**src/rtl/hazard_ctrl_pkg.sv**
```systemverilog
// ============================================================================
// hazard_ctrl_pkg : RV32I opcode and pipeline-control types  | Rev 1.0
// ============================================================================
`default_nettype none

package rv32i_types;
  typedef enum logic [6:0] {
    op_lui   = 7'b0110111,
    op_auipc = 7'b0010111,
    op_jal   = 7'b1101111,
    op_jalr  = 7'b1100111,
    op_br    = 7'b1100011,
    op_load  = 7'b0000011,
    op_store = 7'b0100011,
    op_imm   = 7'b0010011,
    op_reg   = 7'b0110011,
    op_csr   = 7'b1110011
  } rv32i_opcode;
endpackage

package pipe_ctrl_types;
  typedef enum logic [0:0] {S_RUN = 1'b0, S_KILL = 1'b1} hz_state_t;
  typedef enum logic [0:0] {pc_plus4 = 1'b0, redirect = 1'b1} pcmux_t;
endpackage

`default_nettype wire

```
**src/rtl/hazard_ctrl_if.sv**
```systemverilog
// ============================================================================
// hazard_ctrl_if : hazard controller pipeline status / control bundle | Rev 1.0
// ============================================================================
`default_nettype none

interface hazard_ctrl_if #(parameter int CNT_WIDTH = 32);
  import rv32i_types::*;
  import pipe_ctrl_types::*;

  logic                 imem_read;
  logic                 imem_resp;
  logic                 dmem_req;
  logic                 dmem_resp;
  logic [4:0]           fd_rs1;
  logic [4:0]           fd_rs2;
  logic                 fd_uses_rs1;
  logic                 fd_uses_rs2;
  logic                 fd_valid_out;
  rv32i_opcode          de_opcode;
  logic [4:0]           de_rd;
  logic                 de_valid_out;
  logic                 br_taken;
  logic [31:0]          br_target;
  logic                 load_pc;
  logic                 load_fd;
  logic                 load_de;
  logic                 load_em;
  logic                 load_mw;
  logic                 fd_bubble;
  logic                 de_bubble;
  pcmux_t               pcmux_sel;
  logic [31:0]          redirect_pc;
  logic [CNT_WIDTH-1:0] stall_count;
  logic [CNT_WIDTH-1:0] flush_count;

  modport master (
    output imem_read, imem_resp, dmem_req, dmem_resp,
           fd_rs1, fd_rs2, fd_uses_rs1, fd_uses_rs2, fd_valid_out,
           de_opcode, de_rd, de_valid_out, br_taken, br_target,
    input  load_pc, load_fd, load_de, load_em, load_mw,
           fd_bubble, de_bubble, pcmux_sel, redirect_pc,
           stall_count, flush_count
  );

  modport slave (
    input  imem_read, imem_resp, dmem_req, dmem_resp,
           fd_rs1, fd_rs2, fd_uses_rs1, fd_uses_rs2, fd_valid_out,
           de_opcode, de_rd, de_valid_out, br_taken, br_target,
    output load_pc, load_fd, load_de, load_em, load_mw,
           fd_bubble, de_bubble, pcmux_sel, redirect_pc,
           stall_count, flush_count
  );
endinterface

`default_nettype wire

```
**src/rtl/hazard_ctrl_load_use_detector.sv**
```systemverilog
// ============================================================================
// load_use_detector : flags an ID read of a register a load in EX will write
// Rev 1.0
// ============================================================================
`default_nettype none

module load_use_detector
  import rv32i_types::*;
(
  input  logic [4:0]  fd_rs1,
  input  logic [4:0]  fd_rs2,
  input  logic        fd_uses_rs1,
  input  logic        fd_uses_rs2,
  input  logic        fd_valid_out,
  input  rv32i_opcode de_opcode,
  input  logic [4:0]  de_rd,
  input  logic        de_valid_out,
  output logic        lu
);
  logic rs1_hit;
  logic rs2_hit;

  always_comb begin
    rs1_hit = fd_uses_rs1 && (fd_rs1 == de_rd);
    rs2_hit = fd_uses_rs2 && (fd_rs2 == de_rd);
    // x0 is never written, so a load targeting it cannot create a hazard
    lu = de_valid_out && fd_valid_out && (de_opcode == op_load) &&
         (de_rd != 5'd0) && (rs1_hit || rs2_hit);
  end
endmodule

`default_nettype wire

```
**src/rtl/hazard_ctrl.sv**
```systemverilog
// ============================================================================
// hazard_ctrl : 5-stage pipeline stall/flush sequencing with perf counters
// Rev 1.0
// ============================================================================
`default_nettype none

module hazard_ctrl
  import rv32i_types::*;
  import pipe_ctrl_types::*;
#(
  parameter int CNT_WIDTH = 32
) (
  input  logic         clk,
  input  logic         rst,
  hazard_ctrl_if.slave hz
);
  localparam logic [0:0] ST_RUN  = 1'b0;
  localparam logic [0:0] ST_KILL = 1'b1;

  logic [0:0]           state_q, state_d;
  logic [31:0]          redirect_pc_q, redirect_pc_d;
  logic [CNT_WIDTH-1:0] stall_count_q, stall_count_d;
  logic [CNT_WIDTH-1:0] flush_count_q, flush_count_d;

  logic dstall, istall, flush, lu, flush_accept;
  logic load_pc, load_fd, load_de, load_em, load_mw;
  logic fd_bubble, de_bubble;
  pcmux_t pcmux_sel;
  logic [31:0] redirect_pc;

  load_use_detector u_lud (
    .fd_rs1       (hz.fd_rs1),
    .fd_rs2       (hz.fd_rs2),
    .fd_uses_rs1  (hz.fd_uses_rs1),
    .fd_uses_rs2  (hz.fd_uses_rs2),
    .fd_valid_out (hz.fd_valid_out),
    .de_opcode    (hz.de_opcode),
    .de_rd        (hz.de_rd),
    .de_valid_out (hz.de_valid_out),
    .lu           (lu)
  );

  always_comb begin
    dstall = hz.dmem_req && !hz.dmem_resp;
    istall = hz.imem_read && !hz.imem_resp;
    flush  = hz.br_taken && hz.de_valid_out;

    load_pc       = 1'b1;
    load_fd       = 1'b1;
    load_de       = 1'b1;
    load_em       = 1'b1;
    load_mw       = 1'b1;
    fd_bubble     = 1'b0;
    de_bubble     = 1'b0;
    pcmux_sel     = pc_plus4;
    redirect_pc   = redirect_pc_q;
    redirect_pc_d = redirect_pc_q;
    state_d       = state_q;
    flush_accept  = 1'b0;

    if (rst) begin
      fd_bubble = 1'b1;
      de_bubble = 1'b1;
      state_d   = ST_RUN;
    end else if (dstall) begin
      load_pc = 1'b0;
      load_fd = 1'b0;
      load_de = 1'b0;
      load_em = 1'b0;
      load_mw = 1'b0;
    end else if (state_q == ST_KILL) begin
      de_bubble = 1'b1;
      if (!hz.imem_resp) begin
        load_pc = 1'b0;
        load_fd = 1'b0;
      end else begin
        // the word answering the killed fetch is dropped as it lands
        fd_bubble = 1'b1;
        pcmux_sel = redirect;
        state_d   = ST_RUN;
      end
    end else if (flush && istall) begin
      // fetch address must stay stable until the outstanding request returns
      load_pc       = 1'b0;
      fd_bubble     = 1'b1;
      de_bubble     = 1'b1;
      redirect_pc_d = hz.br_target;
      state_d       = ST_KILL;
      flush_accept  = 1'b1;
    end else if (flush) begin
      fd_bubble    = 1'b1;
      de_bubble    = 1'b1;
      pcmux_sel    = redirect;
      redirect_pc  = hz.br_target;
      flush_accept = 1'b1;
    end else if (istall || lu) begin
      load_pc   = 1'b0;
      load_fd   = 1'b0;
      de_bubble = 1'b1;
    end

    stall_count_d = stall_count_q;
    if (!rst && !load_pc) begin
      stall_count_d = stall_count_q + CNT_WIDTH'(1);
    end
    flush_count_d = flush_count_q;
    if (!rst && flush_accept) begin
      flush_count_d = flush_count_q + CNT_WIDTH'(1);
    end
  end

  always_ff @(posedge clk) begin
    if (rst) begin
      state_q       <= ST_RUN;
      redirect_pc_q <= 32'h0;
      stall_count_q <= '0;
      flush_count_q <= '0;
    end else begin
      state_q       <= state_d;
      redirect_pc_q <= redirect_pc_d;
      stall_count_q <= stall_count_d;
      flush_count_q <= flush_count_d;
    end
  end

  assign hz.load_pc     = load_pc;
  assign hz.load_fd     = load_fd;
  assign hz.load_de     = load_de;
  assign hz.load_em     = load_em;
  assign hz.load_mw     = load_mw;
  assign hz.fd_bubble   = fd_bubble;
  assign hz.de_bubble   = de_bubble;
  assign hz.pcmux_sel   = pcmux_sel;
  assign hz.redirect_pc = redirect_pc;
  assign hz.stall_count = stall_count_q;
  assign hz.flush_count = flush_count_q;
endmodule

`default_nettype wire

```
**src/flat_wrapper.sv**
```systemverilog
// flat-port wrapper written by rule: the top's interface ports become plain ports
module hazard_ctrl_flat import rv32i_types::*; import pipe_ctrl_types::*;
#(
  parameter int CNT_WIDTH = 32
)
  (clk, rst, hz_imem_read, hz_imem_resp, hz_dmem_req, hz_dmem_resp, hz_fd_rs1, hz_fd_rs2, hz_fd_uses_rs1, hz_fd_uses_rs2, hz_fd_valid_out, hz_de_opcode, hz_de_rd, hz_de_valid_out, hz_br_taken, hz_br_target, hz_load_pc, hz_load_fd, hz_load_de, hz_load_em, hz_load_mw, hz_fd_bubble, hz_de_bubble, hz_pcmux_sel, hz_redirect_pc, hz_stall_count, hz_flush_count);
  hazard_ctrl_if #(.CNT_WIDTH(CNT_WIDTH)) hz_i ();
  input  logic clk;
  input  logic rst;
  input wire logic [$bits(hz_i.imem_read)-1:0] hz_imem_read;
  input wire logic [$bits(hz_i.imem_resp)-1:0] hz_imem_resp;
  input wire logic [$bits(hz_i.dmem_req)-1:0] hz_dmem_req;
  input wire logic [$bits(hz_i.dmem_resp)-1:0] hz_dmem_resp;
  input wire logic [$bits(hz_i.fd_rs1)-1:0] hz_fd_rs1;
  input wire logic [$bits(hz_i.fd_rs2)-1:0] hz_fd_rs2;
  input wire logic [$bits(hz_i.fd_uses_rs1)-1:0] hz_fd_uses_rs1;
  input wire logic [$bits(hz_i.fd_uses_rs2)-1:0] hz_fd_uses_rs2;
  input wire logic [$bits(hz_i.fd_valid_out)-1:0] hz_fd_valid_out;
  input wire logic [$bits(hz_i.de_opcode)-1:0] hz_de_opcode;
  input wire logic [$bits(hz_i.de_rd)-1:0] hz_de_rd;
  input wire logic [$bits(hz_i.de_valid_out)-1:0] hz_de_valid_out;
  input wire logic [$bits(hz_i.br_taken)-1:0] hz_br_taken;
  input wire logic [$bits(hz_i.br_target)-1:0] hz_br_target;
  output wire logic [$bits(hz_i.load_pc)-1:0] hz_load_pc;
  output wire logic [$bits(hz_i.load_fd)-1:0] hz_load_fd;
  output wire logic [$bits(hz_i.load_de)-1:0] hz_load_de;
  output wire logic [$bits(hz_i.load_em)-1:0] hz_load_em;
  output wire logic [$bits(hz_i.load_mw)-1:0] hz_load_mw;
  output wire logic [$bits(hz_i.fd_bubble)-1:0] hz_fd_bubble;
  output wire logic [$bits(hz_i.de_bubble)-1:0] hz_de_bubble;
  output wire logic [$bits(hz_i.pcmux_sel)-1:0] hz_pcmux_sel;
  output wire logic [$bits(hz_i.redirect_pc)-1:0] hz_redirect_pc;
  output wire logic [$bits(hz_i.stall_count)-1:0] hz_stall_count;
  output wire logic [$bits(hz_i.flush_count)-1:0] hz_flush_count;
  assign hz_i.imem_read = hz_imem_read;
  assign hz_i.imem_resp = hz_imem_resp;
  assign hz_i.dmem_req = hz_dmem_req;
  assign hz_i.dmem_resp = hz_dmem_resp;
  assign hz_i.fd_rs1 = hz_fd_rs1;
  assign hz_i.fd_rs2 = hz_fd_rs2;
  assign hz_i.fd_uses_rs1 = hz_fd_uses_rs1;
  assign hz_i.fd_uses_rs2 = hz_fd_uses_rs2;
  assign hz_i.fd_valid_out = hz_fd_valid_out;
  assign hz_i.de_opcode = hz_de_opcode;
  assign hz_i.de_rd = hz_de_rd;
  assign hz_i.de_valid_out = hz_de_valid_out;
  assign hz_i.br_taken = hz_br_taken;
  assign hz_i.br_target = hz_br_target;
  assign hz_load_pc = hz_i.load_pc;
  assign hz_load_fd = hz_i.load_fd;
  assign hz_load_de = hz_i.load_de;
  assign hz_load_em = hz_i.load_em;
  assign hz_load_mw = hz_i.load_mw;
  assign hz_fd_bubble = hz_i.fd_bubble;
  assign hz_de_bubble = hz_i.de_bubble;
  assign hz_pcmux_sel = hz_i.pcmux_sel;
  assign hz_redirect_pc = hz_i.redirect_pc;
  assign hz_stall_count = hz_i.stall_count;
  assign hz_flush_count = hz_i.flush_count;
  hazard_ctrl #(.CNT_WIDTH(CNT_WIDTH)) u_core (.clk(clk), .rst(rst), .hz(hz_i));
endmodule
```
**config.mk**
```make
export PLATFORM = sky130hd
export DESIGN_NAME = hazard_ctrl_flat
export DESIGN_NICKNAME = d
export VERILOG_FILES = /design/src/rtl/hazard_ctrl_pkg.sv /design/src/rtl/hazard_ctrl_if.sv /design/src/rtl/hazard_ctrl_load_use_detector.sv /design/src/rtl/hazard_ctrl.sv /design/src/flat_wrapper.sv
export SDC_FILE = /design/constraint.sdc
export NUM_CORES = 1
export LEC_CHECK = 0
export CORE_MARGIN = 1
export CORE_UTILIZATION = 45
export DETAILED_ROUTE_END_ITERATION = 10
export PLACE_DENSITY_LB_ADDON = 0.25
export SLEW_MARGIN = 20
export SYNTH_ARGS = -nofsm -noshare
export SYNTH_HDL_FRONTEND = slang
export SYNTH_SLANG_ARGS = --single-unit
```
**constraint.sdc**
```tcl
create_clock -name clk -period 4 [get_ports clk]
set_input_delay 1 -clock clk [delete_from_list [all_inputs] [get_ports clk]]
set_output_delay 1 -clock clk [all_outputs]
set_load 0.005 [all_outputs]
```
==> reports/qor.yml, run 1 <==
power:
  sequentialPowerShare_pct: 54.0
  ir_drop_mv: 0.160
  pwr-share-comb_pct: 12.6
  internal-power_w: 0.00136
  p_clk_share_pct: 33.4
  switching_share_pct: 25.5
  power_density_mw_per_mm2: 262
  p_switching_w: 0.000463
  p_leak_nw: 2.67
synthesis:
  syn_area_mm2: 0.00477
  ys.flop_type: "dfxtp_1"
  yosys.area.top_type_share_pct: 40.7
  ys_seq_area_share_pct: 40.7
  synth_top_area_cell: "dfxtp_1"
  avgSynthCellArea_um2: 8.32
  syn-num-nets: 640
  syn_inst: 573
  synth_seq_cells: 97
  synth_edf_count: 0
  synth-async-reset-ratio_pct: 0
  yosys-top-cells-area: "dfxtp_1 (41%), mux2_2 (7.6%), nand2_1 (7.3%)"
  yosysWarnings: 0
  synth_cell_type_count: 45
setup_path:
  critPathLaunchType: "primary input"
  path_common_cell: "clkdlybuf4s50_1"
  crit_arrival_ps: 2980
  crit_required_ps: 3000
  cp_slowest_cell: "clkdlybuf4s50_1"
  crit_buf_inv: 3
  cp_max_fo: 10
  cp_slowest_stage_delay_ps: 480
  endpoint_kind: "primary output"
  path_cells: "clkdlybuf4s50_1 > and2b_4 > nor4_4 > nand2_2 > buf_6 > mux2_2 > clkdlybuf4s50_1"
  rrSetupSlack_ps: 1520
  worstSetupPathType: "in -> out"
  path_delay_family: "buffers and inverters"
cts:
  clkSinkCount: 97
  cts_buffer_depth: 2
  cts-root-buf: "clkbuf_8"
  path_clk_slew_ps: 90
  cts_buffers: 9
  holdBufCountCts: 0
  cts_tree: "done"
  htreeDepth: 3
  worstSkewPairLatency_ps: 370
placement:
  port-buffer-count: 168
  dpl.hpwl_mm: 9.38
  gp_congestion: 0.817
  dp.cells: 859
  pre_cts_ws_ps: -160
  placed_area_mm2: 0.00660
timing:
  fmax_mhz: 251
  rsz0062_at_grt: "true"
  finalCriticalPeriod_ps: 3980
  slew_headroom_pct: 46.0
  setup_viol: 0
  drv_slew: 0
  timing.final.crit_share_pct: 99.5
  fin_tns_setup_ps: 0
  worst_slack_ps: 18.4
  tightestPinTransition_ps: 810
  skew_ps: 3.83
  hold_viol: 0
floorplan:
  die_w_um: 105
  coreArea_mm2: 0.0103
  start_util_pct: 46.4
  die_y_um: 105
  rows: 37
  num_io_pins: 169
  dieArea_mm2: 0.0110
drt:
  vias: 4721
  drt_first_pass_iters: 5
  wl_per_cell_um: 14.8
  drt-initial-drc-count: 158
  final_antenna_net_count: 0
  wirelength_mm: 13.1
  vias_per_cell: 5.35
  drc: 0
run_status:
  status: "completed"
finish:
  final-seq-area_mm2: 0.00194
  final_nets: 809
  post_route_cells_drive_above_1_share_pct: 12.4
  finish.instance_area_mm2: 0.00694
  final_cells: 883
  multi_input_comb_area_mm2: 0.00270
  area_growth_pct: 45.6
  n_antenna_cell: 0
  final_core_util_pct: 67.5
  num-fill-cells: 844
grt:
  grt_pass1_vias: 4559
  grt_pass1_wl_mm: 21.0
  antenna_found_initial: 0
  globalRouteOverflowTotal: 0
  grt_max_degree: 78
  gr-usage-all-layers_pct: 23.6
worst_hold_path:
  hp-class: "reg -> reg"
run:
  drv_cap: 0
## tightest hold or removal path, stage by stage, from the launching register on
cell     delay [ps]
dfxtp_1         320
nand2_1          50
a21oi_1          50
## cell usage in the layout, fill, tap and decap left out, drive strengths merged, types with 11 or more instances in the layout
cell type / Yosys / layout
clkdlybuf4s50: 0 / 145
dfxtp: 97 / 97
nand2: 93 / 93
a21oi: 66 / 66
nor2: 39 / 39
mux2: 33 / 33
buf: 13 / 27
nand3: 25 / 25
xor2: 23 / 23
o21ai: 22 / 22
or3: 21 / 21
dlymetal6s2s: 0 / 20
nand4: 19 / 19
xnor2: 15 / 15
or4: 15 / 15
o31ai: 12 / 12
clkbuf: 22 / 11
## cell families after synthesis
| logic type | after synthesis | share of synthesized area [%] |
|---|---|---|
| simple gates | 255 | 27.4 |
| buf+inv | 39 | 3.83 |
| fa+ha+maj | 2 | 0.525 |
| flops | 97 | 40.7 |
| xor+xnor | 38 | 6.98 |
| mux | 34 | 8.01 |
| compound gates | 108 | 12.5 |
## Yosys cell counts (2+ instances only)
library cell  count
buf_4             3
or3_1            21
inv_1             3
nand2b_1          5
nor3_1            7
buf_2             9
a21oi_1          66
nor2_1           39
nor4_1            3
nand4_1          19
ha_1              2
o31ai_1          12
or2_2             3
and4_1            6
xnor2_1          15
and2_1            3
nor4_4            2
or4_1            13
mux2_2           32
and3_1            8
clkbuf_1         22
o21bai_1          2
nand2_1          93
dfxtp_1          97
xor2_1           23
nand3_1          25
o21ai_0          22
## what timing repair did
| item | CTS | global route |
|---|---|---|
| pin swaps | 3 | 4 |
| setup endpoints to repair | 35 | 34 |
| gates resized for setup | 9 | 26 |
| hold endpoints to repair | 0 | 0 |
| setup buffers | 0 | 8 |
## path summary, 6_finish.rpt
path                            cells past startpoint                        end                startpoint
worst max register to register                      6  u_core.hz.stall_count[30]  u_core.hz.stall_count[3]
worst max-delay path                                7         hz_redirect_pc[18]              hz_dmem_resp
worst min-delay path                                2   u_core.redirect_pc_q[17]  u_core.redirect_pc_q[17]
worst min register to register                      2   u_core.redirect_pc_q[17]  u_core.redirect_pc_q[17]
## cell type report
cell class | count | share of cell area (%)
tap | 136 | 2.45
timing repair buffer | 194 | 27.9
sequential | 97 | 28.0
clock inverter | 5 | 0.559
multi-input combinational | 437 | 38.9
inverter | 3 | 0.162
clock buffer | 11 | 2.04
## per-layer routing
| metal | track usage [%] | vias to the layer above | wire length (µm) |
|---|---|---|---|
| met5 | 0 | - | 0 |
| met4 | 10.9 | 0 | 293 |
| met3 | 5.99 | 22 | 820 |
| met2 | 39.9 | 144 | 6460 |
| met1 | 28.1 | 2198 | 5520 |
| li1 | - | 2357 | - |
## registers in the layout, indices dropped and copies added, names as in the netlist
register,flops
u_core.hz.flush_count,32
u_core.hz.stall_count,32
u_core.redirect_pc_q,32
u_core.state_q,1
## per-stage QoR
step	power [W]	hold WS, ps
2_1_floorplan	0.00109	433
4_1_cts	0.00183	461
3_3_place_gp	0.00122	439
5_1_grt	0.00189	479
6_report	0.00182	460
3_5_place_dp	0.00123	447
## power by group through the flow
stage                     clock (W)  combinational (W)  sequential [W]
after floorplan                   0          0.0000881         0.00100
final                      0.000608           0.000229        0.000982
after global placement            0           0.000218         0.00100
after CTS                  0.000619           0.000226        0.000981
after global routing       0.000658           0.000246        0.000983
after detailed placement          0           0.000222         0.00100
Note: power is estimated with default switching activity, not from simulation.
==> inputs of run 2 (changes only) <==
--- a/config.mk
+++ b/config.mk
@@ -5,7 +5,7 @@
 export SDC_FILE = /design/constraint.sdc
 export NUM_CORES = 1
 export LEC_CHECK = 0
-export CORE_MARGIN = 1
+export CORE_MARGIN = 2
 export CORE_UTILIZATION = 45
 export DETAILED_ROUTE_END_ITERATION = 10
 export PLACE_DENSITY_LB_ADDON = 0.25
==> reports/qor.yml, run 2 (synthesis gave the netlist of run 1 again) <==
setup_path:
  endpoint_kind: "primary output"
  cp_slowest_stage_delay_ps: 470
  cp_slowest_cell: "clkdlybuf4s50_1"
  worstSetupPathType: "in -> out"
  path_delay_family: "buffers and inverters"
  path_cells: "clkdlybuf4s50_1 > and2b_4 > nor4_4 > nand2_2 > buf_12 > mux2_2 > clkdlybuf4s50_1"
  critPathLaunchType: "primary input"
  crit_required_ps: 3000
  crit_arrival_ps: 2970
  crit_buf_inv: 3
  cp_max_fo: 18
  path_common_cell: "clkdlybuf4s50_1"
grt:
  globalRouteOverflowTotal: 0
  antenna_found_initial: 0
  grt_max_degree: 70
  grt_pass1_vias: 4443
  grt_pass1_wl_mm: 21.5
  gr-usage-all-layers_pct: 23.4
cts:
  cts_buffer_depth: 2
  clkSinkCount: 97
  worstSkewPairLatency_ps: 370
  path_clk_slew_ps: 100
  cts_buffers: 9
  holdBufCountCts: 0
  cts_tree: "done"
  htreeDepth: 3
  cts-root-buf: "clkbuf_8"
drt:
  vias_per_cell: 5.44
  drc: 0
  drt-initial-drc-count: 203
  drt_first_pass_iters: 4
  vias: 4768
  final_antenna_net_count: 0
  wl_per_cell_um: 15.2
  wirelength_mm: 13.4
finish:
  final_nets: 803
  post_route_cells_drive_above_1_share_pct: 11.6
  final-seq-area_mm2: 0.00194
  layout_commonest_cell: "clkdlybuf4s50_1"
  finish.instance_area_mm2: 0.00698
  area_growth_pct: 46.3
  num-fill-cells: 860
  n_antenna_cell: 0
  multi_input_comb_area_mm2: 0.00268
  final_cell_mix: "clkdlybuf4s50_1 (133), dfxtp_1 (97), nand2_1 (91), a21oi_1 (66), nor2_1 (38)"
run_status:
  status: "completed"
timing:
  timing.final.crit_share_pct: 99.4
  hold_slack_ps: 463
  skew_ps: 12.2
  tightestPinTransition_ps: 719
  setup_viol: 0
  hold_viol: 0
  finalCriticalPeriod_ps: 3970
  slew_headroom_pct: 52.1
  fin_tns_setup_ps: 0
  fmax_mhz: 252
  drv_slew: 0
  worst_slack_ps: 25.7
power:
  p_total_w: 0.00198
  pwr-share-comb_pct: 11.2
  p_leak_nw: 2.92
  switching_share_pct: 23.4
  power_density_mw_per_mm2: 284
  ir_drop_mv: 0.150
  p_clk_share_pct: 39.2
  sequentialPowerShare_pct: 49.5
  internal-power_w: 0.00152
  p_switching_w: 0.000464
floorplan:
  die_y_um: 107
  dieArea_mm2: 0.0114
  start_util_pct: 46.2
  rows: 37
  die_w_um: 107
  num_io_pins: 169
  coreArea_mm2: 0.0103
placement:
  placed_area_mm2: 0.00660
  pre_cts_ws_ps: -168
  dpl.hpwl_mm: 9.62
  port-buffer-count: 168
  gp_congestion: 0.893
run:
  drv_cap: 0
worst_hold_path:
  hp-class: "reg -> reg"
[run 2: worst register-to-register path, delay by kind of cell (launching register included)]
kind	cells	cell delay (ps)
DFF	1	470
AOI/OAI and AO/OA	1	160
and+or+nand+nor	5	1800
[run 2: metrics by stage]
stage	utilization [%]	cells
5_1_grt	67.6	877
2_1_floorplan	-	573
6_report	67.6	877
4_1_cts	66.5	875
3_5_place_dp	63.9	859
3_3_place_gp	63.9	859
[run 2: metal layers]
metal  wire (µm)  global-route usage, %  up-vias
met3         950                   6.38       19
met2        6540                   38.7      153
li1            -                      -     2356
met5           0                      0        -
met1        5610                   29.0     2240
met4         272                   9.09        0
[run 2: layout make-up]
type / instances / share of cell area [%]
clock inverters: 7 / 1.67
clock buffers: 9 / 1.78
well taps: 136 / 2.44
flip-flops and latches: 97 / 27.8
multi-input cells: 437 / 38.5
inverters: 3 / 0.161
repair buffers: 188 / 27.7
[run 2: path summary, 6_finish.rpt]
kind                                  from                   endpoint  slack, ps  cells after the start
setup / recovery              hz_dmem_resp          hz_redirect_pc[7]         30                      7
hold / removal    u_core.redirect_pc_q[17]   u_core.redirect_pc_q[17]        460                      2
setup reg to reg  u_core.hz.stall_count[3]  u_core.hz.stall_count[16]       1500                      6
hold reg to reg   u_core.redirect_pc_q[17]   u_core.redirect_pc_q[17]        460                      2
[run 2: what timing repair did]
action	CTS	global route
gates resized for setup	10	37
cloned	0	0
buffers inserted	0	2
hold endpoints to repair	0	0
pin swaps	4	2
endpoints found under the setup margin	35	33
[run 2: power by group through the flow]
| stage | clock [W] | sequential (W) | combinational, W |
|---|---|---|---|
| global route | 0.000830 | 0.000984 | 0.000241 |
| floorplan | 0 | 0.00100 | 0.0000881 |
| finish | 0.000778 | 0.000982 | 0.000222 |
| global placement | 0 | 0.00100 | 0.000218 |
| CTS | 0.000790 | 0.000982 | 0.000225 |
| detailed placement | 0 | 0.00100 | 0.000222 |
